**config.mk**
```make
export PLATFORM = sky130hd
export DESIGN_NAME = gnn_0_example_save_flat
export DESIGN_NICKNAME = d
export VERILOG_FILES = /design/src/rtl/gnn_save_pkg.sv /design/src/rtl/gnn_0_example_save_if.sv /design/src/rtl/gnn_save_skid_fifo.sv /design/src/rtl/gnn_0_example_save.sv /design/src/flat_wrapper.sv
export SDC_FILE = /design/constraint.sdc
export NUM_CORES = 2
export LEC_CHECK = 0
export BUFFER_PORTS_ARGS = -buffer_cell sky130_fd_sc_hd__buf_2
export CORE_AREA = 2 2 501 503
export CTS_CLUSTER_DIAMETER = 50
export DETAILED_ROUTE_END_ITERATION = 8
export DIE_AREA = 0 0 503 505
export PLACE_DENSITY = 0.42
export REMOVE_ABC_BUFFERS = 1
export SYNTH_ARGS = -nofsm -noshare
export SYNTH_HDL_FRONTEND = slang
export SYNTH_SLANG_ARGS = --single-unit
```
**constraint.sdc**
```tcl
create_clock -name kernel_clk -period 4.1 [get_ports kernel_clk]
set_input_delay 0.82 -clock kernel_clk [delete_from_list [all_inputs] [get_ports kernel_clk]]
set_output_delay 0.82 -clock kernel_clk [all_outputs]
set_load 0.02 [all_outputs]
```
**src/rtl/gnn_save_pkg.sv**
```systemverilog
// Shared types and constants for the result-buffer save path: state encoding,
// instruction field positions (common with the bias/weight loaders) and beat payload.
package gnn_save_pkg;

    localparam int unsigned SAVE_INST_LENGTH   = 96;
    localparam int unsigned C_M_AXI_ADDR_WIDTH = 64;
    localparam int unsigned C_M_AXI_DATA_WIDTH = 512;
    localparam int unsigned C_XFER_SIZE_WIDTH  = 32;
    localparam int unsigned C_BUF_ADDR_WIDTH   = 9;

    localparam int unsigned INST_FIELD_WIDTH    = 16;
    localparam int unsigned INST_BUF_START_LSB  = 32;
    localparam int unsigned INST_ROW_COUNT_LSB  = 48;
    localparam int unsigned INST_DRAM_START_LSB = 64;
    localparam int unsigned INST_BYTE_LEN_LSB   = 80;

    localparam int unsigned FIFO_DEPTH     = 2;
    localparam int unsigned FIFO_CNT_WIDTH = $clog2(FIFO_DEPTH + 1);

    typedef enum logic [2:0] {
        IDLE,
        START,
        STREAM,
        WAIT_WR,
        DONE
    } save_state_e;

    typedef logic [C_BUF_ADDR_WIDTH-1:0] buf_addr_t;

    typedef struct packed {
        logic                          last;
        logic [C_M_AXI_DATA_WIDTH-1:0] data;
    } save_beat_t;

    // Extract one 16-bit instruction field starting at lsb.
    function automatic logic [INST_FIELD_WIDTH-1:0] inst_field(
        input logic [SAVE_INST_LENGTH-1:0] inst,
        input int unsigned                 lsb
    );
        return inst[lsb +: INST_FIELD_WIDTH];
    endfunction

endpackage

```
**src/rtl/gnn_0_example_save_if.sv**
```systemverilog
// Save-to-write-master bundle: transfer descriptor, start/done handshake and beat stream.
interface gnn_0_example_save_if;
    import gnn_save_pkg::*;

    logic                          write_start;
    logic                          write_done;
    logic [C_M_AXI_ADDR_WIDTH-1:0] dram_xfer_start_addr;
    logic [C_XFER_SIZE_WIDTH-1:0]  dram_xfer_size_in_bytes;
    logic                          data_tvalid;
    logic                          data_tready;
    logic                          data_tlast;
    logic [C_M_AXI_DATA_WIDTH-1:0] data_tdata;

    modport master (
        output write_start,
        output dram_xfer_start_addr,
        output dram_xfer_size_in_bytes,
        output data_tvalid,
        output data_tlast,
        output data_tdata,
        input  write_done,
        input  data_tready
    );

    modport slave (
        input  write_start,
        input  dram_xfer_start_addr,
        input  dram_xfer_size_in_bytes,
        input  data_tvalid,
        input  data_tlast,
        input  data_tdata,
        output write_done,
        output data_tready
    );

endinterface

```
**src/rtl/gnn_save_skid_fifo.sv**
```systemverilog
// Two-entry first-word-fall-through FIFO; entry 0 is always the head so the
// outgoing beat comes straight from a register.
module gnn_save_skid_fifo
    import gnn_save_pkg::*;
(
    input  logic                      clk,
    input  logic                      rst_n,
    input  logic                      push,
    input  save_beat_t                push_beat,
    input  logic                      pop,
    output logic [FIFO_CNT_WIDTH-1:0] count,
    output save_beat_t                head
);

    save_beat_t                entry_q [FIFO_DEPTH];
    logic [FIFO_CNT_WIDTH-1:0] cnt_q;
    logic [FIFO_CNT_WIDTH-1:0] cnt_after_pop_c;
    logic                      empty_c;
    logic                      full_c;
    logic                      pop_ok_c;
    logic                      push_ok_c;

    assign empty_c         = (cnt_q == '0);
    assign full_c          = (cnt_q == FIFO_CNT_WIDTH'(FIFO_DEPTH));
    assign pop_ok_c        = pop && !empty_c;
    assign push_ok_c       = push && (!full_c || pop_ok_c);
    assign cnt_after_pop_c = cnt_q - FIFO_CNT_WIDTH'(pop_ok_c);

    // Pop shifts entry 1 forward; a push lands in the first slot left free after the pop.
    always_ff @(posedge clk or negedge rst_n) begin
        if (!rst_n) begin
            cnt_q      <= '0;
            entry_q[0] <= '0;
            entry_q[1] <= '0;
        end else begin
            cnt_q <= cnt_q + FIFO_CNT_WIDTH'(push_ok_c) - FIFO_CNT_WIDTH'(pop_ok_c);
            if (pop_ok_c) begin
                entry_q[0] <= entry_q[1];
            end
            if (push_ok_c) begin
                if (cnt_after_pop_c == '0) begin
                    entry_q[0] <= push_beat;
                end else begin
                    entry_q[1] <= push_beat;
                end
            end
        end
    end

    assign count = cnt_q;
    assign head  = entry_q[0];

endmodule

```
**src/rtl/gnn_0_example_save.sv**
```systemverilog
// Save engine: reads a contiguous range of result-buffer rows and streams them
// as beats to the AXI write master, then pulses ap_done once the write completes.
module gnn_0_example_save
    import gnn_save_pkg::*;
(
    input  logic                          kernel_clk,
    input  logic                          kernel_rst_n,
    input  logic                          ap_start,
    output logic                          ap_done,
    input  logic [C_M_AXI_ADDR_WIDTH-1:0] ctrl_addr_offset,
    input  logic [SAVE_INST_LENGTH-1:0]   ctrl_instruction,
    output logic                          save_read_buffer_a_en,
    output logic [C_BUF_ADDR_WIDTH-1:0]   save_read_buffer_a_addr,
    input  logic [C_M_AXI_DATA_WIDTH-1:0] save_read_buffer_a_data,
    gnn_0_example_save_if.master          wr
);

    localparam int unsigned OCC_WIDTH = FIFO_CNT_WIDTH + 1;

    save_state_e                   state_q, state_d;
    logic                          ap_done_q, ap_done_d;
    logic                          write_start_q, write_start_d;
    logic                          sticky_done_q, sticky_done_d;

    buf_addr_t                     buf_start_q;
    buf_addr_t                     row_cnt_q;
    buf_addr_t                     issue_cnt_q;
    logic [C_M_AXI_ADDR_WIDTH-1:0] xfer_addr_q;
    logic [C_XFER_SIZE_WIDTH-1:0]  xfer_size_q;

    logic                          rd_pending_q;
    logic                          rd_pending_last_q;
    logic                          rd_en_c;
    logic                          rd_last_c;
    logic                          start_c;
    logic                          pop_c;
    logic [OCC_WIDTH-1:0]          occupancy_c;

    logic [FIFO_CNT_WIDTH-1:0]     fifo_cnt;
    save_beat_t                    fifo_head;
    save_beat_t                    push_beat;

    logic [INST_FIELD_WIDTH-1:0]   f_buf_start;
    logic [INST_FIELD_WIDTH-1:0]   f_row_cnt;
    logic [INST_FIELD_WIDTH-1:0]   f_dram_start;
    logic [INST_FIELD_WIDTH-1:0]   f_byte_len;
    logic                          unused_inst_bits;

    assign f_buf_start  = inst_field(ctrl_instruction, INST_BUF_START_LSB);
    assign f_row_cnt    = inst_field(ctrl_instruction, INST_ROW_COUNT_LSB);
    assign f_dram_start = inst_field(ctrl_instruction, INST_DRAM_START_LSB);
    assign f_byte_len   = inst_field(ctrl_instruction, INST_BYTE_LEN_LSB);

    // Only 9 bits of row address/count are meaningful for a 512-row buffer.
    assign unused_inst_bits = ^{ctrl_instruction[INST_BUF_START_LSB-1:0],
                                f_buf_start[INST_FIELD_WIDTH-1:C_BUF_ADDR_WIDTH],
                                f_row_cnt[INST_FIELD_WIDTH-1:C_BUF_ADDR_WIDTH]};

    assign start_c = (state_q == IDLE) && ap_start;
    assign pop_c   = (fifo_cnt != '0) && wr.data_tready;

    // Occupancy once this cycle's pop leaves and the read landing this cycle arrives.
    assign occupancy_c = OCC_WIDTH'(fifo_cnt) + OCC_WIDTH'(rd_pending_q) - OCC_WIDTH'(pop_c);
    assign rd_en_c     = (state_q == STREAM) && (issue_cnt_q != row_cnt_q)
                         && (occupancy_c < OCC_WIDTH'(FIFO_DEPTH));
    assign rd_last_c   = (issue_cnt_q == (row_cnt_q - buf_addr_t'(1)));

    always_ff @(posedge kernel_clk or negedge kernel_rst_n) begin
        if (!kernel_rst_n) begin
            state_q       <= IDLE;
            ap_done_q     <= 1'b0;
            write_start_q <= 1'b0;
            sticky_done_q <= 1'b0;
        end else begin
            state_q       <= state_d;
            ap_done_q     <= ap_done_d;
            write_start_q <= write_start_d;
            sticky_done_q <= sticky_done_d;
        end
    end

    always_comb begin
        state_d       = state_q;
        write_start_d = 1'b0;
        sticky_done_d = sticky_done_q;
        unique case (state_q)
            IDLE: begin
                sticky_done_d = 1'b0;
                if (ap_start) begin
                    state_d       = START;
                    write_start_d = (f_row_cnt[C_BUF_ADDR_WIDTH-1:0] != '0);
                end
            end
            START: begin
                state_d = (row_cnt_q == '0) ? DONE : STREAM;
            end
            STREAM: begin
                if (wr.write_done) begin
                    sticky_done_d = 1'b1;
                end
                if (pop_c && fifo_head.last) begin
                    state_d = WAIT_WR;
                end
            end
            WAIT_WR: begin
                if (wr.write_done || sticky_done_q) begin
                    state_d = DONE;
                end
            end
            DONE: begin
                state_d = IDLE;
            end
            default: begin
                state_d = IDLE;
            end
        endcase
        ap_done_d = (state_d == DONE);
    end

    // Instruction latch; descriptor outputs hold until the next start.
    always_ff @(posedge kernel_clk or negedge kernel_rst_n) begin
        if (!kernel_rst_n) begin
            buf_start_q <= '0;
            row_cnt_q   <= '0;
            xfer_addr_q <= '0;
            xfer_size_q <= '0;
        end else if (start_c) begin
            buf_start_q <= f_buf_start[C_BUF_ADDR_WIDTH-1:0];
            row_cnt_q   <= f_row_cnt[C_BUF_ADDR_WIDTH-1:0];
            xfer_addr_q <= ctrl_addr_offset + C_M_AXI_ADDR_WIDTH'(f_dram_start);
            xfer_size_q <= C_XFER_SIZE_WIDTH'(f_byte_len);
        end
    end

    always_ff @(posedge kernel_clk or negedge kernel_rst_n) begin
        if (!kernel_rst_n) begin
            issue_cnt_q       <= '0;
            rd_pending_q      <= 1'b0;
            rd_pending_last_q <= 1'b0;
        end else begin
            if (start_c) begin
                issue_cnt_q <= '0;
            end else if (rd_en_c) begin
                issue_cnt_q <= issue_cnt_q + buf_addr_t'(1);
            end
            rd_pending_q      <= rd_en_c;
            rd_pending_last_q <= rd_en_c && rd_last_c;
        end
    end

    assign push_beat = '{last: rd_pending_last_q, data: save_read_buffer_a_data};

    gnn_save_skid_fifo u_fifo (
        .clk       (kernel_clk),
        .rst_n     (kernel_rst_n),
        .push      (rd_pending_q),
        .push_beat (push_beat),
        .pop       (pop_c),
        .count     (fifo_cnt),
        .head      (fifo_head)
    );

    assign ap_done                 = ap_done_q;
    assign save_read_buffer_a_en   = rd_en_c;
    assign save_read_buffer_a_addr = buf_start_q + issue_cnt_q;

    assign wr.write_start             = write_start_q;
    assign wr.dram_xfer_start_addr    = xfer_addr_q;
    assign wr.dram_xfer_size_in_bytes = xfer_size_q;
    assign wr.data_tvalid             = (fifo_cnt != '0);
    assign wr.data_tlast              = (fifo_cnt != '0) && fifo_head.last;
    assign wr.data_tdata              = fifo_head.data;

endmodule
```
**src/flat_wrapper.sv**
```systemverilog
// flat-port wrapper written by rule: the top's interface ports become plain ports
module gnn_0_example_save_flat import gnn_save_pkg::*;
  (kernel_clk, kernel_rst_n, ap_start, ap_done, ctrl_addr_offset, ctrl_instruction, save_read_buffer_a_en, save_read_buffer_a_addr, save_read_buffer_a_data, wr_write_start, wr_dram_xfer_start_addr, wr_dram_xfer_size_in_bytes, wr_data_tvalid, wr_data_tlast, wr_data_tdata, wr_write_done, wr_data_tready);
  gnn_0_example_save_if wr_i ();
  input  logic kernel_clk;
  input  logic kernel_rst_n;
  input  logic ap_start;
  output logic ap_done;
  input  logic [C_M_AXI_ADDR_WIDTH-1:0] ctrl_addr_offset;
  input  logic [SAVE_INST_LENGTH-1:0] ctrl_instruction;
  output logic save_read_buffer_a_en;
  output logic [C_BUF_ADDR_WIDTH-1:0] save_read_buffer_a_addr;
  input  logic [C_M_AXI_DATA_WIDTH-1:0] save_read_buffer_a_data;
  output wire logic [$bits(wr_i.write_start)-1:0] wr_write_start;
  output wire logic [$bits(wr_i.dram_xfer_start_addr)-1:0] wr_dram_xfer_start_addr;
  output wire logic [$bits(wr_i.dram_xfer_size_in_bytes)-1:0] wr_dram_xfer_size_in_bytes;
  output wire logic [$bits(wr_i.data_tvalid)-1:0] wr_data_tvalid;
  output wire logic [$bits(wr_i.data_tlast)-1:0] wr_data_tlast;
  output wire logic [$bits(wr_i.data_tdata)-1:0] wr_data_tdata;
  input wire logic [$bits(wr_i.write_done)-1:0] wr_write_done;
  input wire logic [$bits(wr_i.data_tready)-1:0] wr_data_tready;
  assign wr_write_start = wr_i.write_start;
  assign wr_dram_xfer_start_addr = wr_i.dram_xfer_start_addr;
  assign wr_dram_xfer_size_in_bytes = wr_i.dram_xfer_size_in_bytes;
  assign wr_data_tvalid = wr_i.data_tvalid;
  assign wr_data_tlast = wr_i.data_tlast;
  assign wr_data_tdata = wr_i.data_tdata;
  assign wr_i.write_done = wr_write_done;
  assign wr_i.data_tready = wr_data_tready;
  gnn_0_example_save u_core (.kernel_clk(kernel_clk), .kernel_rst_n(kernel_rst_n), .ap_start(ap_start), .ap_done(ap_done), .ctrl_addr_offset(ctrl_addr_offset), .ctrl_instruction(ctrl_instruction), .save_read_buffer_a_en(save_read_buffer_a_en), .save_read_buffer_a_addr(save_read_buffer_a_addr), .save_read_buffer_a_data(save_read_buffer_a_data), .wr(wr_i));
endmodule
```
# Yosys cells after proc, flatten, opt, wreduce, memory -nomap -nowiden
# Cells that the tools add are included.
[word_totals]
regBits = 1143
[op_classes]
n_lt_le_gt_ge = 1
n_reduce_logical = 23
n_eq_ne = 8
n_bitwise = 1
add_sub_neg = 9
muxes = 15
[ops]
columns = ["operator", "count"]
rows = [
  ["$mux W513", 3],
  ["$mux W1026", 1],
  ["$add A64 B16 Y64", 1],
  ["$mux W9", 2],
  ["$mux W3", 4],
  ["$pmux W3 S4", 1],
  ["$add A9 B1 Y9 const B", 1],
  ["$add A9 B9 Y9", 1],
  ["$eq A9 B9 Y1", 1],
  ["$logic_and A1 B1 Y1", 9],
  ["$logic_not A9 Y1", 1],
  ["$ne A9 B9 Y1", 1],
  ["$reduce_bool A9 Y1", 1],
  ["$sub A9 B1 Y9 const B", 1],
  ["$eq A3 B2 Y1 const B", 2],
  ["$reduce_bool A2 Y1", 3],
  ["$logic_not A2 Y1", 2],
  ["$reduce_and A2 Y1", 2],
  ["$sub A2 B1 Y2", 2],
  ["$add A2 B1 Y3", 1],
  ["$eq A3 B1 Y1 const B", 1],
  ["$eq A3 B3 Y1 const B", 1],
  ["$logic_not A3 Y1", 1],
  ["$lt A3 B2 Y1 const B", 1],
  ["9 further kinds", 13],
]

# Longest topological paths before layout
[logic_depth]
word_depth = 7
ltp_mapped = 16
depth_no_buf = 11

# Hierarchy
# Synthesis repeated with hierarchy kept, for this count alone.
[unflattened]
hier_cells = 5291
hier_area_um2 = 53885.4
[by_module_without_submodules]
columns = ["mod", "area_each_um2", "seq_area_each_um2", "instances", "cells_per_inst"]
rows = [
  ["gnn_save_skid_fifo", 46782.4, 25724.7, 1, 4463],
  ["gnn_0_example_save", 7103.1, 2877.8, 1, 828],
]

# Worst setup path after synthesis
# No wires, ideal clock.
[synth_path]
path_kind = "input -> output"
startpoint = "input port wr_data_tready"
endpoint = "output port save_read_buffer_a_en"
n_path_buf = 4
t_arrival_ps = 3317
t_required_ps = 3280
setup_slack_ps = -37
stages = 11
path_cell_list = "and2_1 > clkbuf_1 > buf_2 > buf_1 > ha_1 > nand2b_1 > fa_1 > xnor2_1 > nand4_1 > a31oi_1 > clkbuf_1"
[synth_between]
elab_chain_len = 4
[synth_lines]
columns = ["item", "line_no", "source"]
rows = [
  ["from (decl)", "flat_wrapper.sv:21", "input wire logic [$bits(wr_i.data_tready)-1:0] wr_data_tready;"],
  ["$logic_and A1 B1 Y1", "gnn_0_example_save.sv:60", "assign pop_c = (fifo_cnt != '0) && wr.data_tready;"],
  ["$sub A3 B1 Y3", "gnn_0_example_save.sv:63", "assign occupancy_c = OCC_WIDTH'(fifo_cnt) + OCC_WIDTH'(rd_pending_q) - OCC_WIDTH'(pop_c);"],
  ["$lt A3 B2 Y1", "gnn_0_example_save.sv:65", "&& (occupancy_c < OCC_WIDTH'(FIFO_DEPTH));"],
  ["$logic_and A1 B1 Y1", "gnn_0_example_save.sv:65", ""],
  ["to (decl)", "flat_wrapper.sv:11", "output logic save_read_buffer_a_en;"],
]
# Every way passes these cells.

# Worst setup path after layout
[layout_path]
startpoint = "register u_core.u_fifo.cnt_q[0] (netlist: u_core.u_fifo.count[0])"
endpoint = "output port save_read_buffer_a_en"
[layout_between]
elab_chain_len = 5
word_cells_on_any_way = 6
classes_between = "add/sub (2); order compare (1); reduce/logical (3)"
[layout_lines]
columns = ["item", "line_no", "source"]
rows = [
  ["from (decl)", "gnn_save_skid_fifo.sv:16", "logic [FIFO_CNT_WIDTH-1:0] cnt_q;"],
  ["from (signal assigned)", "gnn_save_skid_fifo.sv:36", "cnt_q <= cnt_q + FIFO_CNT_WIDTH'(push_ok_c) - FIFO_CNT_WIDTH'(pop_ok_c);"],
  ["branches (longest 2 deep; another with $add A2 B1 Y3)", "n/a", ""],
  ["$sub A3 B1 Y3 *", "gnn_0_example_save.sv:63", ""],
  ["$lt A3 B2 Y1 *", "gnn_0_example_save.sv:65", ""],
  ["$logic_and A1 B1 Y1 *", "gnn_0_example_save.sv:65", ""],
]
# Every way passes the cells marked *.

==> impl_results.html <==
<table>
<tr><th>Metric</th><th>Value</th></tr>
<tr><th colspan="2">Clock network</th></tr>
<tr><td>Clock insertion delay at the later pin of the skew report</td><td>830 ps</td></tr>
<tr><td>Sink Count</td><td>1143</td></tr>
<tr><td>Clock H-tree levels</td><td>4</td></tr>
<tr><td>Clock transition time at the flip-flop clock pins of the worst setup and hold paths</td><td>approximately 60 ps</td></tr>
<tr><td>Maximum buffer depth of the clock tree</td><td>3</td></tr>
<tr><td>CTS tree</td><td>done</td></tr>
<tr><td>Number of buffers created by CTS</td><td>around 180</td></tr>
<tr><td>CTS Root Cell</td><td>sky130_fd_sc_hd__clkbuf_16</td></tr>
<tr><td>Post-CTS Hold Buffers</td><td>0</td></tr>
<tr><th colspan="2">GRT</th></tr>
<tr><td>GRT Total Usage</td><td>13.9%</td></tr>
<tr><td>Via count of the first global-routing pass</td><td>approximately 38000</td></tr>
<tr><td>First-pass GRT wire length</td><td>263000 µm</td></tr>
<tr><td>Remaining global-route overflow</td><td>0</td></tr>
<tr><td>Number of antenna violations at the first check in global routing</td><td>101</td></tr>
<tr><td>Largest net degree at the start of global routing</td><td>157</td></tr>
<tr><th colspan="2">Die</th></tr>
<tr><td>Initial cell density of the core</td><td>between 20% and 30%</td></tr>
<tr><td>Site Rows</td><td>183</td></tr>
<tr><td>Core box area</td><td>248000 µm²</td></tr>
<tr><td>Die Width</td><td>503 µm</td></tr>
<tr><td>Die outline height</td><td>around 500 µm</td></tr>
<tr><td>Num ports</td><td>1299</td></tr>
<tr><td>Die ar.</td><td>254000 µm²</td></tr>
<tr><th colspan="2">Power</th></tr>
<tr><td>Worst voltage drop across the vdd grid</td><td>0.573 mV</td></tr>
<tr><td>Part of the total power dissipated in combinational logic</td><td>a little over a third</td></tr>
<tr><td>Design internal power</td><td>34.8 mW</td></tr>
<tr><td>Areal power density over the cells</td><td>849 nW/µm²</td></tr>
<tr><td>Relative contribution of sequential cells to total power</td><td>35.6%</td></tr>
<tr><td>Clk network pwr share</td><td>28.4%</td></tr>
<tr><td>Switching share of power</td><td>37.7%</td></tr>
<tr><td>Switching Power</td><td>21.1 mW</td></tr>
<tr><td>Leakage power of the design</td><td>30.2 nW</td></tr>
<tr><th colspan="2">Finish</th></tr>
<tr><td>Fraction of layout cells with a size suffix above 1</td><td>39.3%</td></tr>
<tr><td>Syn-to-layout area delta</td><td>24.0%</td></tr>
<tr><td>Commonest cells after routing, fill and taps aside</td><td>sky130_fd_sc_hd__buf_2, sky130_fd_sc_hd__dfrtp_1, sky130_fd_sc_hd__nand2_1</td></tr>
<tr><td>Nets@finish</td><td>~6000</td></tr>
<tr><td>Non-filler cells, final</td><td>between 8000 and 9000</td></tr>
<tr><td>Post-route core utilization</td><td>26.5%</td></tr>
<tr><td>Most common cell after layout, fill and taps aside</td><td>sky130_fd_sc_hd__buf_2</td></tr>
<tr><td>Multi-input logic area</td><td>~19000 µm²</td></tr>
<tr><td>Filler cell count in the final layout</td><td>26398</td></tr>
<tr><td>Register area</td><td>28600 µm²</td></tr>
<tr><th colspan="2">Route</th></tr>
<tr><td>DR DRC count</td><td>0</td></tr>
<tr><td>Number of detailed-route iterations in the first pass</td><td>4</td></tr>
<tr><td>Total wire length</td><td>approximately 180000 µm</td></tr>
<tr><td>Via density per instance</td><td>4.10</td></tr>
<tr><td>Final ANT Viol Nets</td><td>0</td></tr>
<tr><td>Number of violations reported at the end of detailed-routing iteration 0</td><td>1620</td></tr>
<tr><td>Via Count</td><td>around 36000</td></tr>
<tr><td>Post-detailed-route wirelength per cell</td><td>20.5 µm</td></tr>
<tr><th colspan="2">Worst setup path</th></tr>
<tr><td>Kind of start point of the critical path</td><td>flop</td></tr>
<tr><td>WP data arrival</td><td>3110 ps</td></tr>
<tr><td>Setup CP Type</td><td>flop to output port</td></tr>
<tr><td>CP Max Fanout</td><td>2</td></tr>
<tr><td>Data required time of the critical path</td><td>around 3300 ps</td></tr>
<tr><td>Crit path launch</td><td>u_core.u_fifo.count[0]</td></tr>
<tr><td>Slowest stage delay, CP</td><td>510 ps</td></tr>
<tr><td>R2R setup slack</td><td>670 ps</td></tr>
<tr><td>Critical Path, Cell by Cell</td><td>or2_4 -&gt; and2_4 -&gt; ha_4 -&gt; nand2b_4 -&gt; fa_2 -&gt; nand4_1 -&gt; a31oi_2 -&gt; buf_6</td></tr>
<tr><td>CP Capture Type</td><td>output port</td></tr>
<tr><td>Critical-path cell with the highest stage delay</td><td>sky130_fd_sc_hd__fa_2</td></tr>
<tr><td>Startpoint of the lowest-slack register-to-register path</td><td>u_core.u_fifo.count[0]</td></tr>
<tr><th colspan="2">Yosys</th></tr>
<tr><td>Library cells used by synthesis</td><td>62</td></tr>
<tr><td>Synthesis-stage register bit count</td><td>1143</td></tr>
<tr><td>Syn Inst Count</td><td>4641</td></tr>
<tr><td>Cell Area, Synth</td><td>roughly 53000 µm²</td></tr>
<tr><td>Number of enable-type register cells in the synthesized netlist</td><td>0</td></tr>
<tr><td>Average instance area after synthesis</td><td>11.4 µm²</td></tr>
<tr><td>Sequential-to-total area share from yosys stat</td><td>about 54%</td></tr>
<tr><td>Top_reg_cell synth</td><td>sky130_fd_sc_hd__dfrtp_1</td></tr>
<tr><td>Fraction of registers with async set/reset</td><td>100%</td></tr>
<tr><td>Yosys synthesis warning count</td><td>0</td></tr>
<tr><th colspan="2">Place</th></tr>
<tr><td>Count of buffers inserted at the top-level ports</td><td>1236</td></tr>
<tr><td>Placer congestion estimate</td><td>0.833</td></tr>
<tr><td>DP HPWL</td><td>134000 µm</td></tr>
<tr><td>Cell count after placement</td><td>roughly 8500</td></tr>
<tr><th colspan="2">STA</th></tr>
<tr><td>FMAX</td><td>255 MHz</td></tr>
<tr><td>Endpoints failing hold</td><td>0</td></tr>
<tr><td>Setup repair after global routing missed its margin</td><td>true</td></tr>
<tr><td>Relative slew slack</td><td>31.6%</td></tr>
<tr><td>Min cycle time layout</td><td>3930 ps</td></tr>
<tr><td>Pin slew with the least headroom to its limit</td><td>1030 ps</td></tr>
<tr><td>Ratio of final minimum period to clock period</td><td>95.8%</td></tr>
<tr><td>Setup violations, final</td><td>0</td></tr>
<tr><td>Number of pins exceeding their max-slew limit in the final report</td><td>0</td></tr>
<tr><td>Largest clock skew in the final design</td><td>between 80 and 90 ps</td></tr>
<tr><th colspan="2">Hold path</th></tr>
<tr><td>Hold Path Class</td><td>input pin to async pin</td></tr>
<tr><th colspan="2">Run</th></tr>
<tr><td># Max-Cap Violations</td><td>0</td></tr>
<tr><th colspan="2">Outcome</th></tr>
<tr><td>Outcome</td><td>completed</td></tr>
</table>
logic make-up (layout without fill, tap and decap cells):
logic type	Yosys count	after routing	share of synthesized area, %
xor gates and xnor gates	94	94	1.55
muxes	1028	1028	20.6
DFF	1143	1143	53.9
and+or+nand+nor	870	870	6.76
buffers and inverters	801	1643	9.70
adders and majority gates	32	32	0.797
AOI/OAI and AO/OA	672	672	6.68
other	1	43	0.00707
metrics by stage:
step / instance area [µm²] / worst slack [ps] / setup TNS, ps / hold slack (ps) / power, mW
floorplan: 48000 / -23650 / - / 446 / 33.1
global placement: 59400 / 251 / 0 / 457 / 39.9
detailed placement: 59400 / 258 / 0 / 461 / 40.5
CTS: 65700 / 0.853 / 0 / 18.9 / 56.8
global route: 65700 / -21.3 / -21.3 / 29.2 / 59.5
finish: 65800 / 172 / 0 / 47.3 / 55.8
repair_timing:
action	4_1_cts	5_1_grt
gates resized for setup	11	3
endpoints found under the hold margin	0	0
setup endpoints to repair	3	2
pin swaps	4	1
setup buffers	4	1
power groups by stage:
stage	registers, mW	logic [mW]	clock network [mW]
after floorplan	23.0	10.1	0
after global placement	19.8	20.1	0
after detailed placement	20.1	20.4	0
after CTS	19.9	20.5	16.4
after global routing	20.6	22.0	16.9
final	19.9	20.1	15.8
sequential cells by signal, indices dropped and copies added, names as in the netlist:
| name | count |
|---|---|
| u_core.u_fifo.entry_q | 513 |
| u_core.u_fifo.head | 513 |
| u_core.wr.dram_xfer_start_addr | 64 |
| u_core.wr.dram_xfer_size_in_bytes | 16 |
| u_core.buf_start_q | 9 |
| u_core.issue_cnt_q | 9 |
| u_core.row_cnt_q | 9 |
| u_core.state_q | 3 |
| u_core.u_fifo.count | 2 |
| u_core.ap_done | 1 |
| u_core.rd_pending_last_q | 1 |
| u_core.rd_pending_q | 1 |
| u_core.sticky_done_q | 1 |
| u_core.wr.write_start | 1 |
critical path: cells and delay by family (launching register included):
family | cells | cell delay, ps
AOI/OAI and AO/OA | 1 | 250
adders and majority gates | 2 | 710
and+or+nand+nor | 4 | 730
buffers and inverters | 1 | 180
DFF | 1 | 380
area by class of cell:
class	count	area share, %
Antenna cell	27	0.103
Clock buffer	225	7.37
Clock inverter	96	2.11
Inverter	8	0.0456
Multi-Input combinational cell	2712	29.6
Sequential cell	1143	43.5
Tap cell	3330	6.33
Timing Repair Buffer	1314	11.0
per-layer routing:
layer	global-route usage (%)	routed length (µm)
met1	15.4	69600
met2	23.3	86900
met3	6.58	19500
met4	4.06	4830
met5	0	592
synth_stat cells (3+ instances only):
cell type,number,area share (%)
sky130_fd_sc_hd__ha_1,29,0.68
sky130_fd_sc_hd__and3_1,12,0.14
sky130_fd_sc_hd__and3_2,3,0.042
sky130_fd_sc_hd__xnor2_1,41,0.68
sky130_fd_sc_hd__fa_1,3,0.11
sky130_fd_sc_hd__nand3_1,23,0.22
sky130_fd_sc_hd__o21ai_1,7,0.066
sky130_fd_sc_hd__nor4_1,3,0.035
sky130_fd_sc_hd__a21o_1,7,0.099
sky130_fd_sc_hd__clkbuf_1,131,0.93
sky130_fd_sc_hd__mux2_2,513,11
sky130_fd_sc_hd__nand2_1,716,5.1
sky130_fd_sc_hd__xor2_1,53,0.87
sky130_fd_sc_hd__nand3b_1,4,0.057
sky130_fd_sc_hd__dfrtp_1,1143,54
sky130_fd_sc_hd__mux2i_1,515,9.7
sky130_fd_sc_hd__buf_1,14,0.099
sky130_fd_sc_hd__a21oi_1,30,0.28
sky130_fd_sc_hd__inv_1,8,0.057
sky130_fd_sc_hd__nor3_1,9,0.085
sky130_fd_sc_hd__a31oi_1,6,0.071
sky130_fd_sc_hd__o21bai_1,4,0.057
sky130_fd_sc_hd__buf_4,528,7.5
sky130_fd_sc_hd__nand2b_1,4,0.047
sky130_fd_sc_hd__buf_2,118,1.1
sky130_fd_sc_hd__and2_1,7,0.083
sky130_fd_sc_hd__and4_1,8,0.13
sky130_fd_sc_hd__and3b_1,3,0.050
sky130_fd_sc_hd__nor2_1,44,0.31
sky130_fd_sc_hd__o21ai_0,585,5.5
sky130_fd_sc_hd__o211ai_1,3,0.042
sky130_fd_sc_hd__nand4_1,19,0.22
sky130_fd_sc_hd__a211oi_1,10,0.14
worst paths after layout:
kind,endpoint,cells after the start
min in group kernel_clk,u_core.wr.dram_xfer_size_in_bytes[7],3
worst max-delay path,save_read_buffer_a_en,8
worst min register to register,u_core.wr.dram_xfer_size_in_bytes[12],2
worst max register to register,u_core.u_fifo.head[242],8
max in group asynchronous,u_core.u_fifo.head[201],2
worst min-delay path,u_core.wr.dram_xfer_start_addr[48],1
No activity file was read; power rests on OpenSTA's default activity.
